[config.mk]
export PLATFORM = sky130hd
export DESIGN_NAME = step_2_ctrl_flat
export DESIGN_NICKNAME = d
export VERILOG_FILES = /design/src/rtl/step_2_ctrl_if.sv /design/src/rtl/step_2_ctrl.sv /design/src/flat_wrapper.sv
export SDC_FILE = /design/constraint.sdc
export NUM_CORES = 1
export LEC_CHECK = 0
export ABC_AREA = 1
export CAP_MARGIN = 40
export CELL_PAD_IN_SITES_DETAIL_PLACEMENT = 1
export CELL_PAD_IN_SITES_GLOBAL_PLACEMENT = 2
export CORE_MARGIN = 8
export CORE_UTILIZATION = 26
export CTS_CLUSTER_SIZE = 12
export DETAILED_ROUTE_END_ITERATION = 16
export PLACE_DENSITY_LB_ADDON = 0.1
export SLEW_MARGIN = 10
export SYNTH_ARGS = -nofsm -noshare
export SYNTH_HDL_FRONTEND = slang
export SYNTH_SLANG_ARGS = --single-unit
[constraint.sdc]
create_clock -name clk -period 1.5 [get_ports clk]
set_input_delay 0.3 -clock clk [delete_from_list [all_inputs] [get_ports clk]]
set_output_delay 0.3 -clock clk [all_outputs]
set_load 0.03 [all_outputs]
[src/rtl/step_2_ctrl_if.sv]
// ---------------------------------------------------------------------------
// step_2_ctrl_if
//
// User request handshake between the input/decode stage and the step-2
// sequencer.
//
//   usr_valid  request valid (driven by the requester)
//   usr_cmd    command: 1 = MOVE, 2 = ROTATE, anything else is a NOP
//   usr_dir    direction: 0 = down, 1 = left/ccw, 2 = right/cw
//   usr_ready  request taken on a cycle where usr_valid & usr_ready
//
// Modports:
//   master  the requester (decode stage)
//   slave   the sequencer (step_2_ctrl)
// ---------------------------------------------------------------------------
interface step_2_ctrl_if #(
    parameter int WIDTH = 8
);

    logic             usr_valid;
    logic [WIDTH-1:0] usr_cmd;
    logic [WIDTH-1:0] usr_dir;
    logic             usr_ready;

    modport master (
        output usr_valid,
        output usr_cmd,
        output usr_dir,
        input  usr_ready
    );

    modport slave (
        input  usr_valid,
        input  usr_cmd,
        input  usr_dir,
        output usr_ready
    );

endinterface

[src/rtl/step_2_ctrl.sv]
// ---------------------------------------------------------------------------
// step_2_ctrl
//
// Sequencer for the step-2 move/lock datapath of the tetris CPU. It picks
// either a user move/rotate request or an automatic gravity down-move,
// presents one instruction at a time on instr_step_2, waits one cycle for
// the datapath to compute, samples the collision verdict, and then either
// commits the new coordinates (is_move), locks the piece into the playfield
// bus (is_touch), or drops a colliding user request (rej_pulse).
//
// Ports:
//   clk           system clock, rising edge
//   rst           asynchronous reset, active low
//   run           game enable: gates gravity counting and new acceptance
//   usr           user request handshake (slave side of step_2_ctrl_if)
//   collide       datapath verdict, sampled only in CHECK
//   instr_step_2  {command, dir} to the datapath, 0 while idle
//   is_move       one-cycle commit of the new coordinates
//   is_touch      one-cycle lock of the piece into the bus
//   lock_pulse    one-cycle event: piece locked
//   rej_pulse     one-cycle event: user request rejected by collision
//   busy          high whenever an instruction is in flight
// ---------------------------------------------------------------------------
module step_2_ctrl #(
    parameter int WIDTH          = 8,
    parameter int MEM_WIDTH      = 4,
    parameter int MEM_HEIGHT     = 4,
    parameter int GRAVITY_PERIOD = 16
) (
    input  logic                 clk,
    input  logic                 rst,
    input  logic                 run,
    step_2_ctrl_if.slave         usr,
    input  logic                 collide,
    output logic [2*WIDTH-1:0]   instr_step_2,
    output logic                 is_move,
    output logic                 is_touch,
    output logic                 lock_pulse,
    output logic                 rej_pulse,
    output logic                 busy
);

    // Playfield geometry lives in the datapath; the sequencer only needs the
    // values to be sane so that a mis-parameterised build fails early.
    if (GRAVITY_PERIOD < 2 || MEM_WIDTH < 1 || MEM_HEIGHT < 1) begin : g_param_check
        $error("step_2_ctrl: GRAVITY_PERIOD must be >= 2 and playfield dimensions >= 1");
    end

    localparam int             CNT_W    = (GRAVITY_PERIOD > 2) ? $clog2(GRAVITY_PERIOD) : 1;
    localparam logic [CNT_W-1:0] CNT_LAST = CNT_W'(GRAVITY_PERIOD - 1);

    localparam logic [WIDTH-1:0] CMD_MOVE   = WIDTH'(1);
    localparam logic [WIDTH-1:0] CMD_ROTATE = WIDTH'(2);
    localparam logic [WIDTH-1:0] DIR_DOWN   = WIDTH'(0);

    typedef enum logic [2:0] {
        IDLE,
        ISSUE,
        CHECK,
        COMMIT,
        LOCK
    } state_t;

    state_t            state;
    logic [CNT_W-1:0]  grav_cnt;
    logic              grav_pend;
    logic              src_grav;

    logic              idle;
    logic              grav_issue;
    logic              grav_wrap;
    logic              usr_fire;
    logic              usr_cmd_ok;

    assign idle       = (state == IDLE);
    assign grav_issue = idle & run & grav_pend;
    assign usr_fire   = usr.usr_valid & usr.usr_ready;
    assign usr_cmd_ok = (usr.usr_cmd == CMD_MOVE) | (usr.usr_cmd == CMD_ROTATE);

    // LOCK restarts the gravity interval, so a wrap on that same edge is
    // discarded rather than raising a pending down-move.
    assign grav_wrap  = run & (grav_cnt == CNT_LAST) & (state != LOCK);

    // Gravity holds the user off by dropping ready, which is what gives it
    // priority. rst is folded in so the handshake is quiet during reset.
    assign usr.usr_ready = rst & idle & run & ~grav_pend;

    assign busy = ~idle;

    // Gravity timer: counts enabled cycles in every state, wraps once per
    // period and leaves a single pending request. Further wraps while a
    // request is still pending collapse into that one.
    always_ff @(posedge clk or negedge rst) begin
        if (!rst) begin
            grav_cnt  <= '0;
            grav_pend <= 1'b0;
        end else begin
            if (state == LOCK) begin
                grav_cnt <= '0;
            end else if (run) begin
                if (grav_cnt == CNT_LAST) begin
                    grav_cnt <= '0;
                end else begin
                    grav_cnt <= grav_cnt + CNT_W'(1);
                end
            end

            if (grav_wrap) begin
                grav_pend <= 1'b1;
            end else if (grav_issue) begin
                grav_pend <= 1'b0;
            end
        end
    end

    // Instruction sequencer. The instruction word is latched on acceptance
    // and held until the machine is back in IDLE; every outcome pulse is
    // registered on the edge that leaves CHECK so it lines up with the
    // COMMIT/LOCK state (or the first IDLE cycle for a rejection).
    always_ff @(posedge clk or negedge rst) begin
        if (!rst) begin
            state        <= IDLE;
            src_grav     <= 1'b0;
            instr_step_2 <= '0;
            is_move      <= 1'b0;
            is_touch     <= 1'b0;
            lock_pulse   <= 1'b0;
            rej_pulse    <= 1'b0;
        end else begin
            is_move    <= 1'b0;
            is_touch   <= 1'b0;
            lock_pulse <= 1'b0;
            rej_pulse  <= 1'b0;

            case (state)
                IDLE: begin
                    if (grav_issue) begin
                        instr_step_2 <= {CMD_MOVE, DIR_DOWN};
                        src_grav     <= 1'b1;
                        state        <= ISSUE;
                    end else if (usr_fire && usr_cmd_ok) begin
                        instr_step_2 <= {usr.usr_cmd, usr.usr_dir};
                        src_grav     <= 1'b0;
                        state        <= ISSUE;
                    end
                end

                ISSUE: begin
                    state <= CHECK;
                end

                CHECK: begin
                    if (!collide) begin
                        is_move <= 1'b1;
                        state   <= COMMIT;
                    end else if (src_grav) begin
                        is_touch   <= 1'b1;
                        lock_pulse <= 1'b1;
                        state      <= LOCK;
                    end else begin
                        // A blocked user request (even MOVE down) is simply
                        // dropped; only gravity may lock the piece.
                        rej_pulse    <= 1'b1;
                        instr_step_2 <= '0;
                        state        <= IDLE;
                    end
                end

                COMMIT: begin
                    instr_step_2 <= '0;
                    state        <= IDLE;
                end

                LOCK: begin
                    instr_step_2 <= '0;
                    state        <= IDLE;
                end

                default: begin
                    instr_step_2 <= '0;
                    state        <= IDLE;
                end
            endcase
        end
    end

endmodule

[src/flat_wrapper.sv]
// flat-port wrapper written by rule: the top's interface ports become plain ports
module step_2_ctrl_flat 
#(
    parameter int WIDTH          = 8,
    parameter int MEM_WIDTH      = 4,
    parameter int MEM_HEIGHT     = 4,
    parameter int GRAVITY_PERIOD = 16
)
  (clk, rst, run, collide, instr_step_2, is_move, is_touch, lock_pulse, rej_pulse, busy, usr_usr_valid, usr_usr_cmd, usr_usr_dir, usr_usr_ready);
  step_2_ctrl_if #(.WIDTH(WIDTH)) usr_i ();
  input  logic clk;
  input  logic rst;
  input  logic run;
  input  logic collide;
  output logic [2*WIDTH-1:0] instr_step_2;
  output logic is_move;
  output logic is_touch;
  output logic lock_pulse;
  output logic rej_pulse;
  output logic busy;
  input wire logic [$bits(usr_i.usr_valid)-1:0] usr_usr_valid;
  input wire logic [$bits(usr_i.usr_cmd)-1:0] usr_usr_cmd;
  input wire logic [$bits(usr_i.usr_dir)-1:0] usr_usr_dir;
  output wire logic [$bits(usr_i.usr_ready)-1:0] usr_usr_ready;
  assign usr_i.usr_valid = usr_usr_valid;
  assign usr_i.usr_cmd = usr_usr_cmd;
  assign usr_i.usr_dir = usr_usr_dir;
  assign usr_usr_ready = usr_i.usr_ready;
  step_2_ctrl #(.WIDTH(WIDTH), .MEM_WIDTH(MEM_WIDTH), .MEM_HEIGHT(MEM_HEIGHT), .GRAVITY_PERIOD(GRAVITY_PERIOD)) u_core (.clk(clk), .rst(rst), .run(run), .usr(usr_i), .collide(collide), .instr_step_2(instr_step_2), .is_move(is_move), .is_touch(is_touch), .lock_pulse(lock_pulse), .rej_pulse(rej_pulse), .busy(busy));
endmodule
==> flow_metrics.tcl, run 1 <==
set metrics [dict create \
    drive_gt1_share_pct 22.9 \
    die_x_um 86.4 \
    status "complete, but fails checks" \
    cts_sinks 28 \
    chipHeight_um 86.4 \
    hpwlAfterDp_um 2800 \
    antenna_cells 0 \
    p_per_area_nw_per_um2 1620 \
    rsz0062_at_grt "yes" \
    required_ns 1.20 \
    slowest_delay_ns 0.43 \
    failed_checks "negative setup slack" \
    syn2layout_area_growth_pct 59.7 \
    routed_via_density 4.23 \
    p_leak_nw 1.11 \
    dr.pass1.iters 2 \
    synth_top_area_share_pct 54.4 \
    slew_headroom_pct 75.9 \
    io_buffers 42 \
    layout_common_cells "nand2_1, dfrtp_1, dlygate4sd2_1" \
    fill_cells 563 \
    ys_seq_area_share_pct 54.4 \
    multi_input_area_um2 519 \
    start_kind "flop" \
    crit_fanout 2 \
    end_kind "output pin" \
    h-tree-depth 1 \
    antenna_left 0 \
    dieArea_um2 7460 \
    clock_skew_ns 0.00346 \
    crit_buf_inv 2 \
    crit_chain "nor2_4 > nand3_2 > nor2_4 > buf_6 > buf_6" \
    drc 0 \
    min_to "u_core.instr_step_2[9]" \
    synth_top_area_cell "dfrtp_1" \
    period_share_pct 107 \
    rrSetupSlack_ns 0.01 \
    r2r-start "u_core.state[0]" \
    synth_fp_nets 165 \
    fmax_mhz 626 \
    syn-cell-area_um2 1290 \
    holdCritStartpoint "usr_usr_cmd[1]" \
    io-pin-count 43 \
    worst_pin_slew_ns 0.361 \
    finalSetupViolations 2 \
    clk_latency_ns 0.27 \
    clk_pin_slew_ns 0.10 \
    routabilityCongestion 0.686 \
    min_path_cells 3 \
    wl_per_cell_um 12.9 \
    period_minus_slack_ns 1.60 \
    vias 1171 \
    netlist_instances 143 \
    drv_slew 0 \
    crit_slowest_cell "dfrtp_1" \
    final_common_cell "nand2_1" \
    cts_tree "built" \
    initial_core_util_pct 27.1 \
    synth-seq-cells 28 \
    maxCapViolCount 0 \
    clockRootBuffer "clkbuf_8" \
    r2r_end "u_core.instr_step_2[0]" \
    layout_setup_ws_ns -0.0982 \
    grt_pass1_vias 1262 \
    min_path_type "primary input to flop" \
    grt_start_max_net_pins 29 \
    grt_pass1_wl_um 6180 \
    ys_warn_count 0 \
    core-area_um2 4750 \
    cpLargestDelayFamily "flip-flops" \
    final-seq-area_um2 702 \
    cts_hold_buf 0 \
    wirelength_um 3590 \
    synthTopCellsByArea "dfrtp_1, nand2_1, nand3_1" \
    grtUsageTotal_pct 10.3 \
    syn_area_per_cell_um2 9.00 \
    antenna_found_initial 0 \
    drt-initial-drc-count 13 \
    post-place-ws_ns -0.328 \
    cts_buffers 3 \
    max-vdd-ir-drop_uv 924 \
    clock_path_buffers 2 \
    crit_type "flop to output pin" \
    rr_worst_depth 10 \
    arrival_ns 1.30 \
    yosysUniqueCellTypes 24 \
    finalNetCount 233 \
    finalHoldViolCount 0 \
    rows 25 \
    holdWs_ns 0.359 \
    grt-ovfl-total 0 \
]
## state kept, by name, summed over array words and instances, names as in the netlist
name,flops
u_core.grav_cnt,4
u_core.grav_pend,1
u_core.instr_step_2,16
u_core.is_move,1
u_core.is_touch,1
u_core.rej_pulse,1
u_core.src_grav,1
u_core.state,3
## kinds of logic (layout without fill, tap and decap cells)
kind of cell    after synthesis  count (layout)  share of synthesized area, %
flops                        28              28                          54.4
xor+xnor                      1               1                         0.680
compound gates                8               8                          3.98
fa+ha+maj                     1               1                         0.972
simple gates                 81              81                          31.8
buf+inv                      24              91                          8.16
## final cells by class
class | count | area share, %
Clock buffer | 4 | 2.68
Inverter | 21 | 3.96
Multi-Input combinational cell | 91 | 25.3
Sequential cell | 28 | 34.1
Tap cell | 67 | 4.08
Timing Repair Buffer | 66 | 29.9
## tightest hold or removal path, delay by kind of cell
family | cells | cell delay, ns
simple gates | 2 | 0.15
buf+inv | 1 | 0.15
## power by group
group	switching, mW	internal [mW]
Combinational	0.971	0.793
Clock	0.238	0.235
Sequential	0.133	0.955
Total	1.34	1.98
## synth_stat cells
cell type,count
nor3b_2,1
nand3_2,4
nand4_1,2
o22ai_2,1
nor2_4,2
inv_2,2
or2_1,1
nor2_2,1
inv_1,19
nand2_2,3
nand3_4,1
nand2_1,34
xor2_1,1
o21a_1,1
nor2_1,12
dfrtp_1,28
o21ai_0,4
ha_1,1
buf_6,1
nand3_1,17
nor3_1,3
a21oi_1,1
buf_4,2
a31oi_1,1
## layer usage
metal	wire length [µm]	global-route usage, %
met2	1740	17.3
met5	0	0
met1	1580	12.2
met3	229	3.31
met4	32	2.82
## how the worst max path moves through the flow
stage | from | to | slack (ns) | cells after the start
after floorplan | u_core.state[0] | u_core.instr_step_2[0] | -0.02 | 9
after global placement | usr_usr_cmd[0] | u_core.instr_step_2[0] | -0.24 | 11
after global routing | u_core.state[0] | usr_usr_ready | -0.17 | 5
after detailed placement | usr_usr_cmd[1] | u_core.instr_step_2[0] | -0.33 | 11
after CTS | u_core.state[1] | usr_usr_ready | -0.11 | 5
final | u_core.state[0] | usr_usr_ready | -0.1 | 5
## metrics by stage
| stage | power (mW) | cells | cell area [µm²] | util, % | TNS [ns] |
|---|---|---|---|---|---|
| floorplan | 2.02 | 143 | 1290 | - | -0.162 |
| global placement | 2.70 | 266 | 1900 | 40.0 | -4.09 |
| detailed placement | 2.73 | 266 | 1900 | 40.0 | -5.66 |
| CTS | 3.19 | 273 | 1960 | 41.2 | -0.202 |
| global route | 3.60 | 277 | 2060 | 43.2 | -1.08 |
| finish | 3.33 | 277 | 2060 | 43.2 | -0.139 |
## repair_timing
item                       CTS  global route
setup buffers                3             4
setup endpoints to repair   38            20
pin swaps                    1             2
gates cloned                 0             0
gates resized for setup     23            17
Power figures use the tool's default switching activity.
==> inputs of run 2 (changes only) <==
--- a/config.mk
+++ b/config.mk
@@ -6,7 +6,7 @@
 export NUM_CORES = 1
 export LEC_CHECK = 0
 export ABC_AREA = 1
-export CAP_MARGIN = 40
+export CAP_MARGIN = 25
 export CELL_PAD_IN_SITES_DETAIL_PLACEMENT = 1
 export CELL_PAD_IN_SITES_GLOBAL_PLACEMENT = 2
 export CORE_MARGIN = 8
==> results of run 2 <==
No change in the layout: final DEF, timing and power equal those of run 1.
==> inputs of run 3 (changes only) <==
--- a/config.mk
+++ b/config.mk
@@ -11,6 +11,7 @@
 export CELL_PAD_IN_SITES_GLOBAL_PLACEMENT = 2
 export CORE_MARGIN = 8
 export CORE_UTILIZATION = 26
+export CTS_CLUSTER_DIAMETER = 120
 export CTS_CLUSTER_SIZE = 12
 export DETAILED_ROUTE_END_ITERATION = 16
 export PLACE_DENSITY_LB_ADDON = 0.1
==> results of run 3 <==
No change in the layout: final DEF, timing and power equal those of run 1.
